[config.mk]
export PLATFORM = sky130hd
export DESIGN_NAME = hdlverifier_capture_trigger_ctrl_flat
export DESIGN_NICKNAME = d
export VERILOG_FILES = /design/src/rtl/hdlverifier_capture_trigger_ctrl_if.sv /design/src/rtl/hdlverifier_capture_trigger_ctrl.sv /design/src/flat_wrapper.sv
export SDC_FILE = /design/constraint.sdc
export NUM_CORES = 1
export LEC_CHECK = 0
export BUFFER_PORTS_ARGS = -buffer_cell sky130_fd_sc_hd__buf_2
export CAP_MARGIN = 10
export CORE_AREA = 2 2 122 76
export DETAILED_ROUTE_END_ITERATION = 10
export DIE_AREA = 0 0 124 78
export GPL_TIMING_DRIVEN = 0
export PLACE_DENSITY = 0.55
export SYNTH_ARGS = -nofsm -noshare
export SYNTH_HDL_FRONTEND = slang
export SYNTH_SLANG_ARGS = --single-unit
[constraint.sdc]
create_clock -name clk -period 6.3 [get_ports clk]
set_clock_uncertainty 0.15 [all_clocks]
set_input_delay 0.315 -clock clk [delete_from_list [all_inputs] [get_ports clk]]
set_output_delay 0.315 -clock clk [all_outputs]
set_load 0.02 [all_outputs]
[src/rtl/hdlverifier_capture_trigger_ctrl_if.sv]
// -----------------------------------------------------------------------------
// hdlverifier_capture_trigger_ctrl_if
// Bundles the control inputs and buffer/status outputs of the capture
// sequencer. clk and reset_n are kept as plain ports on the module.
//   slave  : capture sequencer side (consumes controls, drives buffer/status)
//   master : controlling side (drives controls, observes buffer/status)
// Signals:
//   clk_enable, arm, abort, trigger_in, pretrigger_depth  -> sequencer
//   buf_wr_en, buf_wr_addr, trigger_addr, start_addr,
//   capture_done, state                                   <- sequencer
// -----------------------------------------------------------------------------
interface hdlverifier_capture_trigger_ctrl_if #(
    parameter int ADDR_WIDTH = 10
);
    logic                  clk_enable;
    logic                  arm;
    logic                  abort;
    logic                  trigger_in;
    logic [ADDR_WIDTH-1:0] pretrigger_depth;
    logic                  buf_wr_en;
    logic [ADDR_WIDTH-1:0] buf_wr_addr;
    logic [ADDR_WIDTH-1:0] trigger_addr;
    logic [ADDR_WIDTH-1:0] start_addr;
    logic                  capture_done;
    logic [2:0]            state;

    modport slave (
        input  clk_enable, arm, abort, trigger_in, pretrigger_depth,
        output buf_wr_en, buf_wr_addr, trigger_addr, start_addr,
               capture_done, state
    );

    modport master (
        output clk_enable, arm, abort, trigger_in, pretrigger_depth,
        input  buf_wr_en, buf_wr_addr, trigger_addr, start_addr,
               capture_done, state
    );
endinterface

[src/rtl/hdlverifier_capture_trigger_ctrl.sv]
// -----------------------------------------------------------------------------
// hdlverifier_capture_trigger_ctrl
// Capture sequencer driving the write side of a 2^ADDR_WIDTH sample buffer.
// After arm it fills P pre-trigger samples, writes freely (wrapping) while
// waiting for the trigger, writes N-P samples starting with the trigger
// sample, then stops and reports the trigger and oldest-sample addresses.
// Ports:
//   clk      capture clock
//   reset_n  asynchronous active-low reset
//   bus      slave modport of hdlverifier_capture_trigger_ctrl_if
// Build option:
//   HDLV_CAPTURE_TRIG_EDGE_EN  when defined, a trigger is a rising edge of
//                              trigger_in instead of a high level.
// -----------------------------------------------------------------------------
module hdlverifier_capture_trigger_ctrl #(
    parameter int ADDR_WIDTH = 10
) (
    input  logic clk,
    input  logic reset_n,
    hdlverifier_capture_trigger_ctrl_if.slave bus
);
    typedef enum logic [2:0] {
        ST_IDLE      = 3'd0,
        ST_PREFILL   = 3'd1,
        ST_WAIT_TRIG = 3'd2,
        ST_POST      = 3'd3,
        ST_DONE      = 3'd4
    } state_t;

    localparam logic [ADDR_WIDTH-1:0] ZERO      = {ADDR_WIDTH{1'b0}};
    localparam logic [ADDR_WIDTH-1:0] ONE       = {{(ADDR_WIDTH-1){1'b0}}, 1'b1};
    localparam logic [ADDR_WIDTH-1:0] LAST_ADDR = {ADDR_WIDTH{1'b1}};

    state_t                r_state;
    logic [ADDR_WIDTH-1:0] r_wr_addr;
    logic [ADDR_WIDTH-1:0] r_trig_addr;
    logic [ADDR_WIDTH-1:0] r_start_addr;
    logic                  r_done;
    logic [ADDR_WIDTH-1:0] r_p;
    logic [ADDR_WIDTH-1:0] r_cnt;

    state_t                w_nxt_state;
    logic [ADDR_WIDTH-1:0] w_nxt_wr_addr;
    logic [ADDR_WIDTH-1:0] w_nxt_trig_addr;
    logic [ADDR_WIDTH-1:0] w_nxt_start_addr;
    logic                  w_nxt_done;
    logic [ADDR_WIDTH-1:0] w_nxt_p;
    logic [ADDR_WIDTH-1:0] w_nxt_cnt;
    logic                  w_wr_en;
    logic                  w_trig_hit;

`ifdef HDLV_CAPTURE_TRIG_EDGE_EN
    logic r_trig_prev;

    // Previous trigger level, tracked in every state so a level held across arm never fires
    always_ff @(posedge clk or negedge reset_n) begin
        if (!reset_n) begin
            r_trig_prev <= 1'b0;
        end else if (bus.clk_enable) begin
            r_trig_prev <= bus.trigger_in;
        end else begin
            r_trig_prev <= r_trig_prev;
        end
    end

    assign w_trig_hit = bus.trigger_in & ~r_trig_prev;
`else
    assign w_trig_hit = bus.trigger_in;
`endif

    // Next-state and datapath update; nothing moves unless clk_enable is high
    always_comb begin
        w_nxt_state      = r_state;
        w_nxt_wr_addr    = r_wr_addr;
        w_nxt_trig_addr  = r_trig_addr;
        w_nxt_start_addr = r_start_addr;
        w_nxt_done       = r_done;
        w_nxt_p          = r_p;
        w_nxt_cnt        = r_cnt;
        w_wr_en          = 1'b0;

        if (bus.clk_enable) begin
            if (bus.abort) begin
                // Abort suppresses the write on this edge and keeps addresses
                w_nxt_state = ST_IDLE;
                w_nxt_done  = 1'b0;
            end else begin
                case (r_state)
                    ST_IDLE, ST_DONE: begin
                        if (bus.arm) begin
                            w_nxt_wr_addr = ZERO;
                            w_nxt_done    = 1'b0;
                            w_nxt_p       = bus.pretrigger_depth;
                            w_nxt_cnt     = bus.pretrigger_depth;
                            if (bus.pretrigger_depth != ZERO) begin
                                w_nxt_state = ST_PREFILL;
                            end else begin
                                w_nxt_state = ST_WAIT_TRIG;
                            end
                        end else begin
                            w_nxt_state = r_state;
                        end
                    end
                    ST_PREFILL: begin
                        w_wr_en       = 1'b1;
                        w_nxt_wr_addr = r_wr_addr + ONE;
                        w_nxt_cnt     = r_cnt - ONE;
                        if (r_cnt == ONE) begin
                            w_nxt_state = ST_WAIT_TRIG;
                        end else begin
                            w_nxt_state = ST_PREFILL;
                        end
                    end
                    ST_WAIT_TRIG: begin
                        w_wr_en       = 1'b1;
                        w_nxt_wr_addr = r_wr_addr + ONE;
                        if (w_trig_hit) begin
                            w_nxt_trig_addr = r_wr_addr;
                            if (r_p == LAST_ADDR) begin
                                // Trigger sample is the only post sample
                                w_nxt_state      = ST_DONE;
                                w_nxt_done       = 1'b1;
                                w_nxt_start_addr = r_wr_addr + ONE;
                            end else begin
                                // N-P-1 post samples remain; in ADDR_WIDTH bits that is ~P
                                w_nxt_state = ST_POST;
                                w_nxt_cnt   = ~r_p;
                            end
                        end else begin
                            w_nxt_state = ST_WAIT_TRIG;
                        end
                    end
                    ST_POST: begin
                        w_wr_en       = 1'b1;
                        w_nxt_wr_addr = r_wr_addr + ONE;
                        w_nxt_cnt     = r_cnt - ONE;
                        if (r_cnt == ONE) begin
                            // Oldest sample of the window is the next address to be written
                            w_nxt_state      = ST_DONE;
                            w_nxt_done       = 1'b1;
                            w_nxt_start_addr = r_wr_addr + ONE;
                        end else begin
                            w_nxt_state = ST_POST;
                        end
                    end
                    default: begin
                        w_nxt_state = ST_IDLE;
                        w_nxt_done  = 1'b0;
                    end
                endcase
            end
        end else begin
            w_wr_en = 1'b0;
        end
    end

    // FSM state register
    always_ff @(posedge clk or negedge reset_n) begin
        if (!reset_n) begin
            r_state <= ST_IDLE;
        end else begin
            r_state <= w_nxt_state;
        end
    end

    // Address, count and status registers
    always_ff @(posedge clk or negedge reset_n) begin
        if (!reset_n) begin
            r_wr_addr    <= ZERO;
            r_trig_addr  <= ZERO;
            r_start_addr <= ZERO;
            r_done       <= 1'b0;
            r_p          <= ZERO;
            r_cnt        <= ZERO;
        end else begin
            r_wr_addr    <= w_nxt_wr_addr;
            r_trig_addr  <= w_nxt_trig_addr;
            r_start_addr <= w_nxt_start_addr;
            r_done       <= w_nxt_done;
            r_p          <= w_nxt_p;
            r_cnt        <= w_nxt_cnt;
        end
    end

    assign bus.buf_wr_en    = w_wr_en;
    assign bus.buf_wr_addr  = r_wr_addr;
    assign bus.trigger_addr = r_trig_addr;
    assign bus.start_addr   = r_start_addr;
    assign bus.capture_done = r_done;
    assign bus.state        = r_state;

endmodule

[src/flat_wrapper.sv]
// flat-port wrapper written by rule: the top's interface ports become plain ports
module hdlverifier_capture_trigger_ctrl_flat 
#(
    parameter int ADDR_WIDTH = 10
)
  (clk, reset_n, bus_clk_enable, bus_arm, bus_abort, bus_trigger_in, bus_pretrigger_depth, bus_buf_wr_en, bus_buf_wr_addr, bus_trigger_addr, bus_start_addr, bus_capture_done, bus_state);
  hdlverifier_capture_trigger_ctrl_if #(.ADDR_WIDTH(ADDR_WIDTH)) bus_i ();
  input  logic clk;
  input  logic reset_n;
  input wire logic [$bits(bus_i.clk_enable)-1:0] bus_clk_enable;
  input wire logic [$bits(bus_i.arm)-1:0] bus_arm;
  input wire logic [$bits(bus_i.abort)-1:0] bus_abort;
  input wire logic [$bits(bus_i.trigger_in)-1:0] bus_trigger_in;
  input wire logic [$bits(bus_i.pretrigger_depth)-1:0] bus_pretrigger_depth;
  output wire logic [$bits(bus_i.buf_wr_en)-1:0] bus_buf_wr_en;
  output wire logic [$bits(bus_i.buf_wr_addr)-1:0] bus_buf_wr_addr;
  output wire logic [$bits(bus_i.trigger_addr)-1:0] bus_trigger_addr;
  output wire logic [$bits(bus_i.start_addr)-1:0] bus_start_addr;
  output wire logic [$bits(bus_i.capture_done)-1:0] bus_capture_done;
  output wire logic [$bits(bus_i.state)-1:0] bus_state;
  assign bus_i.clk_enable = bus_clk_enable;
  assign bus_i.arm = bus_arm;
  assign bus_i.abort = bus_abort;
  assign bus_i.trigger_in = bus_trigger_in;
  assign bus_i.pretrigger_depth = bus_pretrigger_depth;
  assign bus_buf_wr_en = bus_i.buf_wr_en;
  assign bus_buf_wr_addr = bus_i.buf_wr_addr;
  assign bus_trigger_addr = bus_i.trigger_addr;
  assign bus_start_addr = bus_i.start_addr;
  assign bus_capture_done = bus_i.capture_done;
  assign bus_state = bus_i.state;
  hdlverifier_capture_trigger_ctrl #(.ADDR_WIDTH(ADDR_WIDTH)) u_core (.clk(clk), .reset_n(reset_n), .bus(bus_i));
endmodule
==> impl_metrics.ini <==
[worst_setup_path]
cp_num_cells = 7
cp_slowest_cell = o32ai_4
arrival_ps = 2940
startpoint_type = register
max_stage_delay_ps = 580
crit_fanout = 10
cp.required_ps = 6330
path_delay_family = simple AND/OR/NAND/NOR gates
worst-path-buf-inv = 2
crit_chain = inv_1 > ha_1 > or4b_1 > or3_1 > buf_2 > o32ai_4 > mux2_2
crit_path_end_kind = register
rr_worst_depth = 7
path_class = reg2reg

[die]
ios = 51
die_h_um = 78
die-area_mm2 = 0.00967
die_w_um = 124
core-area_mm2 = 0.00846
initial_utilization_pct = 34.6
rows = 26

[detailed_routing]
wl_met3_um = 625
wl_met1_mm = 4.23
wl_met2_mm = 3.10
drc_errors = 0
routed_wl_mm = 8.08
wl_per_cell_um = 17.7
vias = 2484
first_pass_iters = 5
drt_first_iter_violations = 221
top_layer = met4
drt-vias-per-instance = 5.45
drtAntennaViolNets = 0

[logic_synthesis]
syn_inst = 285
syn-num-nets = 304
async_flop_share_pct = 100
yosysSeqAreaShare_pct = 46.2
yosysUniqueCellTypes = 49
synth.yosys.warnings = 0
synth_edf_count = 0
synth_flop_cell = dfrtp_1
synth_seq_cells = 54
synth.avg_cell_area_um2 = 10.3
netlist_area_mm2 = 0.00293

[final_layout]
drive_above_1_share_pct = 27.3
seqCellArea_mm2 = 0.00135
fillCellCount = 849
multiInputGateArea_mm2 = 0.00145
design_area_mm2 = 0.00348
syn_to_final_growth_pct = 19.0
nNetsFinal = 363
antenna_cells = 0

[outcome]
run_status = finished clean

[power]
power_leakage_nw = 1.65
ir_drop_uv = 109
power.density_mw_per_mm2 = 297

[placement]
dp_hpwl_mm = 6.08
numPortBuffers = 50
gp_congestion = 0.842
placed_area_mm2 = 0.00334

[grt]
grt_max_degree = 30
antenna_found_initial = 0
gr-total-overflow = 0
grt_pass1_vias = 2455
grt_pass1_wl_mm = 13.3
grt.total_usage_pct = 17.9

[clocking]
cts_root_buf = clkbuf_16
cts_buffer_depth = 2
htree_levels = 2
path_clk_slew_ps = 70
clock_latency_ps = 290
cts_tree = yes
numCtsBuffers = 5
clkSinkCount = 54
ctsResizeCount = 0
post-cts-setup-buffer-count = 0
ctsHoldBuffers = 1

[timing]
worstMarginPinSlew_ps = 709
slew_headroom_pct = 52.3
drv_slew = 0
tns_ps = 0
min_period_ps = 2910
setup-violations-final = 0
hold_viol = 0
fin_crit_sh_pct = 46.2
rsz0062_at_grt = no
fin_hold_ws_ps = 149
fmax_ghz = 0.344

[run]
cap_violations = 0

[worst_hold_path]
hold_depth = 2
hp-class = in2reg
[worst reg2reg max path, stage by stage (launching register included)]
cell and delay [ps]:
dfrtp_1 390, inv_1 130, ha_1 160, or4b_1 490, or3_1 320, buf_2 170, o32ai_4 580, mux2_2 410
[final cells by class]
class,count,area share [%]
Buffer,15,1.65
Clock buffer,5,3.59
Clock inverter,2,0.287
Inverter,19,2.05
Multi-Input combinational cell,197,41.5
Sequential cell,54,38.8
Tap cell,112,4.02
Timing Repair Buffer,52,8.05
[metal layers]
| metal | global-route usage, % | vias up |
|---|---|---|
| met4 | 5.39 | 0 |
| met2 | 23.0 | 98 |
| met1 | 29.0 | 1191 |
| li1 | - | 1184 |
| met5 | 0 | - |
| met3 | 3.68 | 11 |
[cells in the mapped netlist (all sizes together), types with 3 or more instances]
library cell / n / share of area [%]
inv: 19 / 2.4
nor2: 13 / 1.7
o2bb2ai: 3 / 0.90
xnor2: 4 / 1.2
or3: 5 / 1.1
and4: 3 / 0.90
xor2: 4 / 1.2
buf: 3 / 0.43
a22o: 5 / 1.5
dfrtp: 54 / 46
a21oi: 8 / 1.4
nand2: 13 / 1.7
mux2i: 4 / 1.4
a31oi: 4 / 0.85
a21o: 4 / 1.0
nand2b: 6 / 1.3
a22oi: 5 / 1.3
or3b: 4 / 1.2
o22ai: 14 / 3.0
nand3: 5 / 0.85
ha: 3 / 1.3
o21ai: 14 / 2.4
nor3b: 4 / 1.0
mux2: 26 / 10
a211oi: 8 / 2.1
a221oi: 5 / 1.5
nor4: 9 / 1.9
clkbuf: 12 / 1.5
[placed cells by master, fill, tap and decap left out, drive strengths merged, types with 3 or more instances in the layout]
cell type / count
a31oi: 4
mux2i: 4
o2bb2ai: 3
inv: 19
dfrtp: 54
and4: 3
or3: 5
a21o: 4
or3b: 4
ha: 3
clkbuf: 17
xnor2: 4
nand2: 13
o21ai: 14
a22oi: 5
a211oi: 8
o22ai: 14
a22o: 5
nand2b: 6
xor2: 4
a21oi: 8
mux2: 26
a221oi: 5
nor4: 9
nor3b: 4
nand3: 5
buf: 54
nor2: 13
[cells by family (layout without fill, tap and decap cells)]
group | count (synthesis) | count (layout) | synth area share [%]
compound gates | 80 | 80 | 19.5
simple gates | 76 | 76 | 14.9
buf+inv | 34 | 93 | 4.40
flops | 54 | 54 | 46.2
xor+xnor | 8 | 8 | 2.39
fa+ha+maj | 3 | 3 | 1.28
mux | 30 | 30 | 11.4
[state kept, by name (all words and copies together) (netlist names)]
| register | count |
|---|---|
| u_core.r_p | 10 |
| u_core.bus.state | 3 |
| u_core.bus.capture_done | 1 |
| u_core.bus.trigger_addr | 10 |
| u_core.bus.start_addr | 10 |
| u_core.r_cnt | 10 |
| u_core.bus.buf_wr_addr | 10 |
[power by group]
part,internal [mW],switching (mW)
sequential,0.411,0.0753
clock,0.144,0.121
combinational,0.116,0.168
[worst paths after layout]
| kind | slack [ps] | start | to |
|---|---|---|---|
| max | 3390 | u_core.r_cnt[1] | u_core.bus.start_addr[7] |
| min | 150 | bus_pretrigger_depth[1] | u_core.r_p[1] |
| max reg2reg | 3390 | u_core.r_cnt[1] | u_core.bus.start_addr[7] |
| min reg2reg | 330 | u_core.bus.trigger_addr[6] | u_core.bus.trigger_addr[6] |
| max in group asynchronous | 4980 | reset_n | u_core.bus.start_addr[2] |
| min in group asynchronous | 440 | reset_n | u_core.r_p[0] |
[through the flow]
step	total power, mW	std cells	worst slack, ps	util, %
after floorplan	0.666	285	3720	-
final	1.04	456	3390	41.2
after global placement	0.763	447	3400	39.2
after global routing	1.11	456	3280	41.2
after CTS	1.04	456	3390	41.2
after detailed placement	0.771	448	3390	39.5
Note: power is estimated with default switching activity, not from simulation.
